<file path="src/rtl/digit_sprite_ctrl.sv">
// Decimal number sprite sequencer: binary-to-BCD conversion, frame-synchronous
// digit commit and a two-stage glyph ROM address / opacity pipeline.
module digit_sprite_ctrl #(
    parameter int NUM_DIGITS = 4,
    parameter int VAL_W      = 14,
    parameter int DIGIT_W    = 50,
    parameter int DIGIT_H    = 50,
    parameter int ORIGIN_X   = 400,
    parameter int ORIGIN_Y   = 16,
    parameter int LZB        = 1
) (
    input  logic             vga_clk,
    input  logic             reset,
    input  logic [9:0]       DrawX,
    input  logic [9:0]       DrawY,
    input  logic             blank,
    input  logic [VAL_W-1:0] value,
    input  logic             value_valid,
    output logic             value_ready,
    output logic [14:0]      rom_address,
    input  logic [1:0]       rom_q,
    output logic             pixel_on,
    output logic             busy
);

    function automatic int pow10(input int n);
        int r;
        r = 1;
        for (int i = 0; i < n; i++) r = r * 10;
        return r;
    endfunction

    localparam int BW    = 4 * NUM_DIGITS;
    localparam int CW    = $clog2(VAL_W + 1);
    localparam int XW    = $clog2(DIGIT_W + 1);
    localparam int SW    = $clog2(NUM_DIGITS + 1);
    localparam int GLYPH = DIGIT_W * DIGIT_H;

    localparam logic [31:0] MAX_VAL = 32'(pow10(NUM_DIGITS) - 1);
    localparam logic [BW-1:0] ALL9  = {NUM_DIGITS{4'h9}};

    localparam logic [10:0] X_LO = 11'(ORIGIN_X);
    localparam logic [10:0] X_HI = 11'(ORIGIN_X + NUM_DIGITS * DIGIT_W);
    localparam logic [10:0] Y_LO = 11'(ORIGIN_Y);
    localparam logic [10:0] Y_HI = 11'(ORIGIN_Y + DIGIT_H);
    localparam logic [9:0]  X0   = 10'(ORIGIN_X);
    localparam logic [9:0]  Y0   = 10'(ORIGIN_Y);

    localparam logic [1:0] S_IDLE  = 2'd0;
    localparam logic [1:0] S_SHIFT = 2'd1;
    localparam logic [1:0] S_CHECK = 2'd2;
    localparam logic [1:0] S_PEND  = 2'd3;

    if (10 * GLYPH - 1 > 32767) begin : g_addr_chk
        $error("digit_sprite_ctrl: glyph ROM does not fit a 15-bit address");
    end

    if (NUM_DIGITS < 1 || NUM_DIGITS > 6) begin : g_digit_chk
        $error("digit_sprite_ctrl: NUM_DIGITS must be 1..6");
    end

    // Start address of each stacked glyph, folded to constants.
    function automatic logic [14:0] digit_base(input logic [3:0] d);
        unique case (d)
            4'd0:    return 15'd0;
            4'd1:    return 15'(GLYPH * 1);
            4'd2:    return 15'(GLYPH * 2);
            4'd3:    return 15'(GLYPH * 3);
            4'd4:    return 15'(GLYPH * 4);
            4'd5:    return 15'(GLYPH * 5);
            4'd6:    return 15'(GLYPH * 6);
            4'd7:    return 15'(GLYPH * 7);
            4'd8:    return 15'(GLYPH * 8);
            4'd9:    return 15'(GLYPH * 9);
            default: return 15'd0;
        endcase
    endfunction

    logic [1:0]       state;
    logic [VAL_W-1:0] latched;
    logic [VAL_W-1:0] shreg;
    logic [CW-1:0]    cnt;
    logic [BW-1:0]    scratch;
    logic [BW-1:0]    adj;
    logic [BW-1:0]    shadow;
    logic [BW-1:0]    live;
    logic             commit;

    assign value_ready = (state == S_IDLE);
    assign busy        = (state != S_IDLE);
    assign commit      = (DrawY == 10'd480) && (DrawX == 10'd0);

    always_comb begin
        adj = scratch;
        for (int i = 0; i < NUM_DIGITS; i++) begin
            if (scratch[4*i +: 4] >= 4'd5) begin
                adj[4*i +: 4] = scratch[4*i +: 4] + 4'd3;
            end
        end
    end

    always_ff @(posedge vga_clk) begin
        if (reset) begin
            state   <= S_IDLE;
            latched <= '0;
            shreg   <= '0;
            cnt     <= '0;
            scratch <= '0;
            shadow  <= '0;
            live    <= '0;
        end else begin
            unique case (state)
                S_IDLE: begin
                    if (value_valid) begin
                        latched <= value;
                        shreg   <= value;
                        scratch <= '0;
                        cnt     <= CW'(VAL_W);
                        state   <= S_SHIFT;
                    end
                end
                S_SHIFT: begin
                    scratch <= {adj[BW-2:0], shreg[VAL_W-1]};
                    shreg   <= shreg << 1;
                    cnt     <= cnt - CW'(1);
                    if (cnt == CW'(1)) state <= S_CHECK;
                end
                S_CHECK: begin
                    shadow <= (32'(latched) > MAX_VAL) ? ALL9 : scratch;
                    state  <= S_PEND;
                end
                S_PEND: begin
                    if (commit) begin
                        live  <= shadow;
                        state <= S_IDLE;
                    end
                end
                default: state <= S_IDLE;
            endcase
        end
    end

    logic [XW-1:0]         x_off;
    logic [SW-1:0]         slot;
    logic [14:0]           row_base;
    logic                  hit_d1;
    logic                  supp_d1;
    logic                  in_x;
    logic                  in_y;
    logic                  in_box;
    logic                  col_start;
    logic [XW-1:0]         x_cur;
    logic [SW-1:0]         slot_cur;
    logic [3:0]            cur_digit;
    logic                  cur_supp;
    logic [NUM_DIGITS-1:0] supp;

    assign in_x      = ({1'b0, DrawX} >= X_LO) && ({1'b0, DrawX} < X_HI);
    assign in_y      = ({1'b0, DrawY} >= Y_LO) && ({1'b0, DrawY} < Y_HI);
    assign in_box    = in_x && in_y;
    assign col_start = (DrawX == X0);
    assign x_cur     = col_start ? '0 : x_off;
    assign slot_cur  = col_start ? '0 : slot;

    // Slot 0 is the most significant digit; the last slot is never blanked.
    always_comb begin : lz_blank
        logic all_zero;
        all_zero = 1'b1;
        supp     = '0;
        for (int i = 0; i < NUM_DIGITS; i++) begin
            all_zero = all_zero && (live[4*(NUM_DIGITS-1-i) +: 4] == 4'd0);
            supp[i]  = (LZB != 0) && (i < NUM_DIGITS - 1) && all_zero;
        end
    end

    always_comb begin
        cur_digit = 4'd0;
        cur_supp  = 1'b0;
        for (int i = 0; i < NUM_DIGITS; i++) begin
            if (slot_cur == SW'(i)) begin
                cur_digit = live[4*(NUM_DIGITS-1-i) +: 4];
                cur_supp  = supp[i];
            end
        end
    end

    always_ff @(posedge vga_clk) begin
        if (reset) begin
            x_off       <= '0;
            slot        <= '0;
            row_base    <= '0;
            hit_d1      <= 1'b0;
            supp_d1     <= 1'b0;
            rom_address <= '0;
            pixel_on    <= 1'b0;
        end else begin
            hit_d1   <= in_box && blank;
            supp_d1  <= cur_supp;
            pixel_on <= hit_d1 && !supp_d1 && (rom_q != 2'd0);

            if (in_box) begin
                rom_address <= digit_base(cur_digit) + row_base + 15'(x_cur);
            end else begin
                rom_address <= '0;
            end

            if (in_box) begin
                if (x_cur == XW'(DIGIT_W - 1)) begin
                    x_off <= '0;
                    slot  <= slot_cur + SW'(1);
                end else begin
                    x_off <= x_cur + XW'(1);
                    slot  <= slot_cur;
                end
            end else begin
                x_off <= x_cur;
                slot  <= slot_cur;
            end

            if (DrawX == 10'd0) begin
                if (DrawY == Y0) begin
                    row_base <= '0;
                end else if (in_y) begin
                    row_base <= row_base + 15'(DIGIT_W);
                end
            end
        end
    end

endmodule
</file>
<file path="config.mk">
export PLATFORM = sky130hd
export DESIGN_NAME = digit_sprite_ctrl
export DESIGN_NICKNAME = d
export VERILOG_FILES = /design/src/rtl/digit_sprite_ctrl.sv
export SDC_FILE = /design/constraint.sdc
export NUM_CORES = 1
export LEC_CHECK = 0
export ABC_AREA = 1
export ABC_CLOCK_PERIOD_IN_PS = 4200
export BUFFER_PORTS_ARGS = -buffer_cell sky130_fd_sc_hd__buf_2
export CAP_MARGIN = 40
export CORE_UTILIZATION = 40
export DETAILED_ROUTE_END_ITERATION = 10
export MAX_ROUTING_LAYER = met4
export PLACE_DENSITY = 0.65
export SYNTH_ARGS = -nofsm -noshare
export SYNTH_HDL_FRONTEND = slang
export SYNTH_SLANG_ARGS = --single-unit
export TNS_END_PERCENT = 20
</file>
<file path="constraint.sdc">
create_clock -name vga_clk -period 4.2 [get_ports vga_clk]
set_input_delay 0.21 -clock vga_clk [delete_from_list [all_inputs] [get_ports vga_clk]]
set_output_delay 0.21 -clock vga_clk [all_outputs]
set_load 0.02 [all_outputs]
</file>
* After elaboration in Yosys (flattened, before gate mapping)
Memory sizes are Yosys's and may differ from the RTL's.
Index checks and enable logic that the tools add are counted.
** Word-level totals
- ROM bits :: 208
- Register bits after elaboration :: 124
- Output and inout bits :: 18
- Memories kept :: 1
** Operators by class
- Reduce and logical (&&, ||, !) cells :: 27
- Equal/unequal tests :: 14
- Bitwise logic cells :: 1
- $add $sub $neg :: 10
- Multiplexer cells :: 32
- Order comparisons :: 9
** Memory list
- (name not given) :: words 16, bits a word 13, rd ports 1, clocked after memory_dff 0, wr ports 0, RTL line 64 : unique case (d)
** Operator list (count)
- 15-bit two-way mux :: 4
- 16-bit two-way mux :: 2
- 4-bit two-way mux :: 8
- 16-bit case mux with 2 select lines :: 1
- 14-bit case mux with 2 select lines :: 1
- 10-bit by 9-bit equality test with 1-bit output (second input constant) :: 2
- 6-bit two-way mux :: 3
- 4-bit by 3-bit greater-or-equal comparator with 1-bit output (second input constant) :: 4
- 15-bit adder :: 1
- 15-bit by 6-bit adder with 15-bit output :: 1
- 15-bit by 6-bit adder with 15-bit output (second input constant) :: 1
- 14-bit greater-than comparator (second input constant) :: 1
- 14-bit two-way mux :: 1
- 4-bit by 2-bit adder with 4-bit output (second input constant) :: 3
- 4-bit logical NOT :: 3
- 3-bit two-way mux :: 4
- 10-bit by 5-bit equality test with 1-bit output (second input constant) :: 1
- 10-bit by 5-bit greater-or-equal comparator with 1-bit output (second input constant) :: 1
- 10-bit by 9-bit greater-or-equal comparator with 1-bit output (second input constant) :: 1
- 10-bit logical NOT :: 1
- 10-bit < comparator (second input constant) :: 1
- 10-bit by 7-bit < comparator with 1-bit output (second input constant) :: 1
- 1-bit logical AND :: 9
- 2-bit case mux with 4 select lines :: 1
- 22 further kinds :: 37

* Depth between registers and ports, before layout
Gate-level depths: netlist of run 1.
An unclocked memory read counts as a cell.
- Word-level depth :: 12
- Depth in mapped cells :: 31

* Worst setup path after synthesis of run 1
Ideal clock, no wire load.
- Path type :: input to register
- From :: input port DrawX[6]
- To :: register rom_address[11]
- Stages on the path :: 29
- Library setup time :: 0.070 ns
- Slack :: 0.336 ns
- Required time :: 4.130 ns
- Buffers on the path :: 0
- Data arrival time :: 3.794 ns
- Cell sequence :: inv_1 > nand2_2 > nor2_2 > nand2_4 > nand2_1 > inv_1 > ha_1 > ha_1 > inv_1 > nand2_1 > inv_1 > nand2_1 > nand2_4 > inv_2 > nand2_2 > nand2_2 > inv_1 > nor2_1 > fa_1 > inv_1 > fa_1 > nor2_1 > o21ai_0 > nand2_1 > a31o_2 > a21oi_1 > o21bai_1 > o21ai_0 > a21oi_1
** Between the ends
- Longest elaborated chain between the ends :: 12
- Elaborated cells on any way between the ends :: 22
** Ends and longest elaborated chain
- start, declared :: RTL line 14 : input logic [9:0] DrawX,
- 10-bit by 9-bit equality test with 1-bit output :: RTL line 161 : assign col_start = (DrawX == X0);
- 3-bit two-way mux :: RTL line 163 : assign slot_cur = col_start ? '0 : slot;
- 3-bit logical NOT :: RTL line 180 : if (slot_cur == SW'(i)) begin
- 4-bit two-way mux (4 in a row) :: RTL line 180
- memory read 16 x 13 bit
- 15-bit two-way mux :: RTL line 201 : if (in_box) begin
- 15-bit two-way mux :: RTL line 188 : if (reset) begin
- 15-bit adder :: RTL line 202 : rom_address <= digit_base(cur_digit) + row_base + 15'(x_cur);
- 15-bit by 6-bit adder with 15-bit output :: RTL line 202
- end signal, assigned :: RTL line 202
- end, declared :: RTL line 20 : output logic [14:0] rom_address,
Several ways; a longest one is shown, not always the timed one. The select of a mux whose other input is x is not followed.
A chain may end at the register's enable or synchronous reset.

* Final worst setup path of run 1
- From :: register slot[0]
- To :: register rom_address[14]
** Between the ends
- Longest elaborated chain between the ends :: 11
- Elaborated cells on any way between the ends :: 14
** Ends and longest elaborated chain
- start, declared :: RTL line 144 : logic [SW-1:0] slot;
- start signal, assigned :: RTL line 210 : slot <= slot_cur + SW'(1);
- start signal, assigned :: RTL line 213 : slot <= slot_cur;
- start signal, assigned :: RTL line 217 : slot <= slot_cur;
- 3-bit two-way mux (*) :: RTL line 163
- 3-bit logical NOT :: RTL line 180
- 4-bit two-way mux (3 in a row) :: RTL line 180
- 4-bit two-way mux (*) :: RTL line 180
- memory read 16 x 13 bit (*)
- 15-bit two-way mux (*) :: RTL line 201
- 15-bit two-way mux (*) :: RTL line 188
- 15-bit adder (*) :: RTL line 202
- 15-bit by 6-bit adder with 15-bit output (*) :: RTL line 202
Every way passes the cells marked *; elsewhere a longest branch is shown, timed or not. The select of a mux whose other input is x is not followed.

==> results.cfg, run 1 <==
[final_layout]
finalNetCount = 1015
final_layout_size_suffix_gt1_share_pct = 16.7
layout_common_cells = 144 x nand2_1, 119 x dfxtp_1, 107 x inv_1
multi_input_area_um2 = 3500
area_delta_synth_final_pct = 18.2
n_antenna_cell = 0
register_area_um2 = 2380
fillers = 1539
final_common_cell = nand2_1

[placed_design]
io_buffers = 57
dpl_worst_slack_ns = 0.0364
routabilityCongestion = 0.838
post-dp-hpwl_um = 10000

[pwr]
peakVddDrop_uv = 492
power.leakage_uw = 0.00327
p_per_area_nw_per_um2 = 446

[setup_path]
critPathArrivalTime_ns = 4.06
crit_type = flop to flop
crit_path_end_kind = flop
critPathMaxStageDelay_ns = 0.42
rrSetupSlack_ns = 0.44
start_kind = flop
critPathSlowestCell = fa_1
r2r_end = rom_address[14]
worstPathRequired_ns = 4.50
rr_startpoint = slot[0]
rr_worst_depth = 25
cpMostUsedCell = nand2_1
path_max_fanout = 9

[die]
rows = 46
ios = 58
core_area_um2 = 15800
initial_core_util_pct = 40.7
dieWidth_um = 129
fp.dieArea_um2 = 16600
die_height_um = 129

[run]
maxCapViolations = 0

[timing]
max_slew.worst_pin.slew_ns = 0.896
fin_ws_ns = 0.438
hold_ws_ns = 0.0361
layout_min_cycle_time_ns = 3.76
clock_skew_ns = 0.0102
setup_tns_ns = 0
report.final.slew_viol_count = 0
setup_viol = 0
fin_crit_sh_pct = 89.6
rsz0062_at_grt = no
max_freq_mhz = 266
slew_headroom_pct = 38.7
hold_viol_final = 0

[logic_synthesis]
syn_inst = 862
netlist_area_um2 = 6440
yosys.cell_types.count = 51
synth-edff-count = 0
synth_async_sr_flop_share_pct = 0
syn_area_per_cell_um2 = 7.48
synth_seq_cells = 119
synth_seq_area_share_pct = 37.0
synth_top_area_share_pct = 37.0
yosys_warnings = 0
ys_top_cells_by_area = dfxtp_1 37%, ha_1 8.7%, nand2_1 8.4%, a21oi_1 7.2%, inv_1 6.2%
synth_top_area_cell = dfxtp_1
synthesis.nets = 952
synth_ff_type = dfxtp_1

[status]
outcome = finished, final reports clean

[cts]
cts_resized = 0
ctsLongestPathBuffers = 2
clock_latency_ns = 0.41
cts_sinks = 119
root_buffer = clkbuf_16
hold_buffers = 0
cts.clk_slew.worst_paths_ns = 0.05
cts.htree.levels = 4
cts-buffers-inserted = 17
cts_setup_buffers = 0
tritoncts = yes

[global_routing]
grt_first_pass_wirelength_um = 23500
antenna_found_initial = 0
grt_max_degree = 49
grt_overflow = 0
grt_pass1_vias = 5057
grt_use_total_pct = 18.3

[worst_hold_path]
hold_path_class = primary input to flop
hold_end = hit_d1
min-delay-start = blank
hold_depth = 3

[route]
drc = 0
wl_um = 13600
viasPerCell = 4.78
routedWlPerCell_um = 11.8
vias = 5521
ant_nets = 0
drt_iter0_markers = 242
drt_first_pass_iters = 5
==> critical path, delay by kind of cell, from the launching register on <==
| kind | cells | cell delay [ns] |
|---|---|---|
| adders and majority gates | 3 | 1.12 |
| buffers and inverters | 4 | 0.40 |
| AOI/OAI and AO/OA | 4 | 0.67 |
| DFF | 1 | 0.31 |
| and+or+nand+nor | 14 | 1.17 |
==> stage by stage <==
step	utilization [%]	instances	instance area [µm²]	total power, µW
detailed placement	44.2	1122	7000	1920
CTS	48.1	1154	7610	3440
global route	48.1	1154	7610	3590
floorplan	-	862	6440	1750
global placement	43.8	1117	6940	1880
finish	48.1	1154	7610	3390
==> worst max-delay path by stage <==
| stage | slack (ns) | startpoint | cells after the start | end |
|---|---|---|---|---|
| 2_1_floorplan | 0.34 | DrawX[6] | 29 | rom_address[11] |
| 3_3_place_gp | 0.13 | DrawX[6] | 30 | rom_address[14] |
| 3_5_place_dp | 0.04 | DrawX[6] | 30 | rom_address[11] |
| 4_1_cts | 0.36 | slot[1] | 26 | rom_address[14] |
| 5_1_grt | 0.005 | slot[0] | 25 | rom_address[14] |
| 6_report | 0.44 | slot[0] | 25 | rom_address[14] |
==> cells by family (layout without fill, tap and decap cells) <==
logic type / after synthesis / count (layout) / share of synthesized area (%)
adder cells (fa/ha/maj): 50 / 50 / 10.3
flip-flops: 119 / 119 / 37.0
XOR/XNOR: 8 / 8 / 1.09
AO/OA/AOI/OAI: 215 / 215 / 18.3
other: 1 / 1 / 0.0582
buffers and inverters: 142 / 218 / 8.70
AND/OR/NAND/NOR: 327 / 327 / 24.6
==> per-layer routing <==
metal | GRT usage, % | share of wire, % | routed length, µm | vias to the layer above
li1 | - | - | - | 2988
met1 | 23.6 | 50 | 6820 | 2455
met2 | 28.4 | 46 | 6280 | 74
met3 | 4.28 | 3.3 | 446 | 4
met4 | 5.81 | 0.46 | 62 | 0
met5 | - | 0 | 0 | -
==> state kept, by name (all words and copies together), names as in the netlist <==
signal	flops
scratch	16
hit_d1	1
shadow	16
cnt	4
latched	10
state	2
live	16
row_base	14
slot	3
rom_address	15
supp_d1	1
shreg	14
pixel_on	1
x_off	6
==> synthesized netlist by cell type, types with 13 or more instances <==
cell type,number
inv_1,107
dfxtp_1,119
ha_1,45
nor3_1,13
nand2_1,144
nor2_1,75
clkbuf_1,24
a31oi_1,24
a21oi_1,93
nand3_1,39
o21ai_0,73
==> where the power goes <==
part	switching [µW]	internal [µW]	total, µW
clock	536	956	1490
sequential	71.8	1270	1350
combinational	361	194	556
total	969	2420	3390
==> final cells by class <==
cell class              count  share of cell area (%)
multi-input cells         601                    46.0
flip-flops and latches    119                    31.3
clock buffers              19                    5.82
inverters                 115                    5.67
repair buffers             71                    5.42
well taps                 216                    3.55
clock inverters            13                    2.23
Power figures use the tool's default switching activity.
==> inputs of run 2 (changes only) <==
- CELL_PAD_IN_SITES_DETAIL_PLACEMENT: unset -> 0
- CELL_PAD_IN_SITES_GLOBAL_PLACEMENT: unset -> 2
- CORE_UTILIZATION: 40 -> 35
- PLACE_DENSITY: 0.65 -> 0.88
==> results.cfg, run 2 (same netlist as run 1, synthesis figures left out) <==
[global_routing]
grt_overflow = 0
grt_max_degree = 49
grt_first_pass_wirelength_um = 24600
antenna_found_initial = 0
grt_use_total_pct = 17.1
grt_pass1_vias = 5277

[route]
drt_iter0_markers = 233
routedWlPerCell_um = 12.4
drt_first_pass_iters = 4
ant_nets = 0
drc = 0
wl_um = 14500
viasPerCell = 4.79
vias = 5605

[cts]
cts.htree.levels = 4
cts_sinks = 119
clock_latency_ns = 0.42
hold_buffers = 0
cts_resized = 0
cts.clk_slew.worst_paths_ns = 0.05
cts-buffers-inserted = 17
ctsLongestPathBuffers = 2
cts_setup_buffers = 0
tritoncts = yes
root_buffer = clkbuf_16

[final_layout]
largestRegisters = live: 16 flops, scratch: 16 flops, shadow: 16 flops
n_antenna_cell = 0
final_common_cell = nand2_1
stdcell_count = 1171
finalNetCount = 1019
final_layout_size_suffix_gt1_share_pct = 17.0
layout_common_cells = 144 x nand2_1, 119 x dfxtp_1, 107 x inv_1
fillers = 1934
area_delta_synth_final_pct = 18.3

[pwr]
p_per_area_nw_per_um2 = 437
peakVddDrop_uv = 329
power_uw = 3330
power.leakage_uw = 0.00327

[die]
dieWidth_um = 138
rows = 49
core_area_um2 = 18000
die_height_um = 138
fp.dieArea_um2 = 19000
ios = 58
initial_core_util_pct = 35.8

[setup_path]
crit_path_end_kind = flop
critPathArrivalTime_ns = 4.07
start_kind = flop
worstPathRequired_ns = 4.50
crit_type = flop to flop
path_max_fanout = 6

[worst_hold_path]
hold_path_class = primary input to flop

[timing]
clock_skew_ns = 0.0165
layout_min_cycle_time_ns = 3.77
report.final.slew_viol_count = 0
hold_ws_ns = 0.0200
hold_viol_final = 0
slew_headroom_pct = 59.0
setup_tns_ns = 0
fin_crit_sh_pct = 89.8
rsz0062_at_grt = no
max_slew.worst_pin.slew_ns = 0.606
setup_viol = 0
max_freq_mhz = 265

[placed_design]
post-dp-hpwl_um = 10800
numPlacedInstances = 1139
routabilityCongestion = 0.812
io_buffers = 57

[run]
maxCapViolations = 0

[status]
outcome = finished, final reports clean
## run 2: worst paths after layout
kind	slack (ns)	startpoint	cells past startpoint	endpoint
setup / recovery	0.43	slot[1]	26	rom_address[14]
hold / removal	0.02	blank	3	hit_d1
setup reg to reg	0.43	slot[1]	26	rom_address[14]
hold reg to reg	0.39	supp_d1	1	pixel_on
## run 2: per-layer routing
layer	global-route usage (%)	vias up	wire length, µm
met5	-	-	0
met4	5.80	0	205
met3	3.57	19	451
met2	27.7	72	6580
met1	21.0	2514	7310
li1	-	3000	-
## run 2: area by class of cell
class | count | area (µm²) | area share [%]
clock inverter | 13 | 131 | 1.72
sequential | 119 | 2380 | 31.2
timing repair buffer | 75 | 448 | 5.87
inverter | 115 | 432 | 5.66
clock buffer | 19 | 443 | 5.81
multi-input combinational | 601 | 3500 | 45.9
tap | 229 | 287 | 3.76
## run 2: power by group
part / internal (µW) / total (µW) / switching (µW)
Clock: 883 / 1410 / 528
Sequential: 1270 / 1350 / 72.6
Combinational: 204 / 574 / 370
## run 2: critical path, stage by stage, from the launching register on
cell      delay (ns)
dfxtp_1         0.30
nand2_1         0.08
inv_1           0.09
ha_1            0.14
ha_1            0.25
inv_1           0.11
nand2_1         0.08
inv_1           0.03
nand2_1         0.09
nand2_4         0.05
buf_4           0.16
nor2_1          0.14
nand2_2         0.10
inv_1           0.08
fa_1            0.41
ha_1            0.36
nand2_1         0.07
o21ai_1         0.23
a21oi_1         0.16
o21ai_1         0.18
nand2_1         0.08
inv_2           0.06
nor2_1          0.04
o21bai_1        0.15
nand3_1         0.10
nand2_1         0.07
nor2_1          0.04
## run 2: through the flow
| stage | utilization [%] | setup WS, ns | cell area, µm² |
|---|---|---|---|
| 6_report | 42.3 | 0.427 | 7620 |
| 5_1_grt | 42.3 | 0.0532 | 7620 |
| 4_1_cts | 42.3 | 0.406 | 7620 |
| 3_5_place_dp | 39.1 | 0.0666 | 7050 |
| 3_3_place_gp | 38.8 | 0.0502 | 7000 |
| 2_1_floorplan | - | 0.336 | 6440 |
==> inputs of run 3 (changes only) <==
- ABC_AREA: 1 -> unset
- CORE_UTILIZATION: 35 -> 36
- PLACE_DENSITY: 0.88 -> 0.87
==> results.cfg, run 3 <==
[route]
ant_nets = 0
vias = 5133
drt_iter0_markers = 185
routedWlPerCell_um = 13.0
drc = 0
viasPerCell = 4.88
wl_um = 13700
drt_first_pass_iters = 4

[timing]
max_freq_mhz = 239
report.final.slew_viol_count = 0
setup_viol = 0
fin_crit_sh_pct = 99.6
rsz0062_at_grt = yes
hold_viol_final = 0
max_slew.worst_pin.slew_ns = 0.873
clock_skew_ns = 0.00631
slew_headroom_pct = 41.7
fin_ws_ns = 0.0186
layout_min_cycle_time_ns = 4.18
setup_tns_ns = 0

[setup_path]
startpoint = DrawX[5]
critPathSlowestCell = fa_2
rrSetupSlack_ns = 0.17
worstPathRequired_ns = 4.53
crit_type = primary input to flop
critPathArrivalTime_ns = 4.51
crit_path_end_kind = flop
critPathMaxStageDelay_ns = 0.47
r2r_end = rom_address[13]
path_cells = buf_2 > and4bb_2 > nand4_1 > nand2_2 > inv_2 > ha_4 > ha_4 > o31a_1 > or2_4 > and2_4 > inv_2 > a21oi_4 > fa_2 > inv_2 > fa_2 > nor2b_2 > o21ai_2 > a21oi_2 > o41a_1 > o21a_1 > o31a_1 > o21a_1 > nor3_1
rr_startpoint = slot[0]
cpMostUsedCell = inv_2
path_max_fanout = 6
start_kind = primary input
rr_worst_depth = 20

[cts]
tritoncts = yes
cts-buffers-inserted = 17
cts_sinks = 119
clock_latency_ns = 0.42
cts.htree.levels = 4
root_buffer = clkbuf_16
cts.clk_slew.worst_paths_ns = 0.06
ctsLongestPathBuffers = 2

[placed_design]
io_buffers = 57
routabilityCongestion = 0.892
dpl_worst_slack_ns = -0.510
post-dp-hpwl_um = 10100

[logic_synthesis]
ys_top_cells_by_area = dfxtp_1 39%, ha_1 9.3%, nor2_1 7.7%, a21oi_1 3.6%, nand2_1 3.6%
synth_top_area_share_pct = 39.2
synth_most_common_cell = nor2_1
synth-edff-count = 0
synth_async_sr_flop_share_pct = 0
netlist_area_um2 = 6070
synth_seq_area_share_pct = 39.2
syn_area_per_cell_um2 = 8.47
synth_top_area_cell = dfxtp_1
synth_common_cells = 124 x nor2_1, 119 x dfxtp_1, 58 x nand2_1
synth_seq_cells = 119
syn_inst = 717
yosys.cell_types.count = 57
synth_ff_type = dfxtp_1
synthesis.nets = 807
yosys_warnings = 0

[die]
dieWidth_um = 132
ios = 58
initial_core_util_pct = 36.8
die_height_um = 132
fp.dieArea_um2 = 17400
rows = 47
core_area_um2 = 16500

[pwr]
power.leakage_uw = 0.00342
p_per_area_nw_per_um2 = 453
peakVddDrop_uv = 428

[final_layout]
final_layout_size_suffix_gt1_share_pct = 23.2
final_common_cell = nor2_1
n_antenna_cell = 0
area_delta_synth_final_pct = 29.1
fillers = 1581
largestRegisters = live: 16 flops, scratch: 16 flops, shadow: 16 flops
finalNetCount = 908
layout_common_cells = 124 x nor2_1, 119 x dfxtp_1, 57 x buf_2

[status]
outcome = finished, final reports clean

[worst_hold_path]
hold_depth = 3
hold_end = shreg[0]
hold_path_class = primary input to flop
min-delay-start = value[0]

[global_routing]
grt_overflow = 0
grt_use_total_pct = 17.1
grt_pass1_vias = 5124
antenna_found_initial = 0
grt_max_degree = 47
grt_first_pass_wirelength_um = 23600

[run]
maxCapViolations = 0
==> run 3: cell types whose count changed in the layout (fill, tap and decap cells not counted), moves of 39 or more <==
| cell | before | now |
|---|---|---|
| a21oi_1 | 93 | 40 |
| buf_4 | 16 | 55 |
| inv_1 | 107 | 27 |
| nand2_1 | 144 | 56 |
| nor2_1 | 75 | 124 |
| o21ai_0 | 73 | 15 |
==> run 3: area by class of cell <==
cell class | instances | area [µm²] | share of cell area, %
Timing Repair Buffer | 114 | 728 | 9.29
Clock buffer | 18 | 439 | 5.60
Clock inverter | 14 | 200 | 2.55
Sequential cell | 119 | 2380 | 30.4
Tap cell | 220 | 275 | 3.51
Inverter | 34 | 130 | 1.66
Multi-Input combinational cell | 532 | 3680 | 47.0
==> run 3: worst max-delay path by stage <==
stage	to	slack (ns)	depth (start not counted)
5_1_grt	rom_address[13]	-0.16	20
3_5_place_dp	rom_address[13]	-0.51	23
2_1_floorplan	rom_address[13]	-0.30	21
3_3_place_gp	rom_address[13]	-0.40	23
6_report	rom_address[13]	0.02	23
4_1_cts	rom_address[13]	0.003	25
==> run 3: what timing repair did <==
item | 4_1_cts | 5_1_grt
endpoints found under the hold margin | 1 | 0
endpoints found under the setup margin | 1 | 5
hold buffers | 1 | 0
gates cloned | 0 | 0
resized for setup | 4 | 21
setup buffers | 1 | 3
pin swaps | 4 | 20
==> run 3: cells by family (layout without fill, tap and decap cells) <==
logic type	after synthesis	after routing	synth area share [%]
xor+xnor	37	37	5.33
flops	119	119	39.2
simple gates	292	292	22.3
mux	22	22	3.65
buf+inv	66	180	4.22
fa+ha+maj	50	50	10.9
other cells	1	1	0.0617
compound gates	130	130	14.3
==> run 3: critical path, delay by kind of cell <==
| kind | cells | cell delay [ns] |
|---|---|---|
| AOI/OAI and AO/OA | 8 | 1.58 |
| adders and majority gates | 4 | 1.03 |
| buffers and inverters | 4 | 0.32 |
| and+or+nand+nor | 7 | 1.36 |
==> run 3: routing by layer <==
| metal | vias to the layer above | GRT usage (%) | share of wire, % |
|---|---|---|---|
| met5 | - | - | 0 |
| met4 | 0 | 7.11 | 2.1 |
| met3 | 27 | 2.77 | 2.6 |
| met2 | 80 | 27.6 | 48 |
| met1 | 2352 | 21.2 | 48 |
| li1 | 2674 | - | - |
==> run 3: through the flow <==
step	total power (µW)	instances	cell area, µm²	util (%)	hold WS [ns]
5_1_grt	3740	1051	7840	47.4	0.0512
3_5_place_dp	2020	1014	7040	42.6	0.394
3_3_place_gp	1990	1013	7030	42.5	0.385
6_report	3550	1051	7840	47.4	0.0354
2_1_floorplan	1840	717	6220	-	0.322
4_1_cts	3590	1048	7720	46.7	0.0247
==> run 3: power by group <==
part	switching [µW]	internal (µW)
registers	79.6	1260
logic	413	233
clock network	550	1010
total	1040	2510
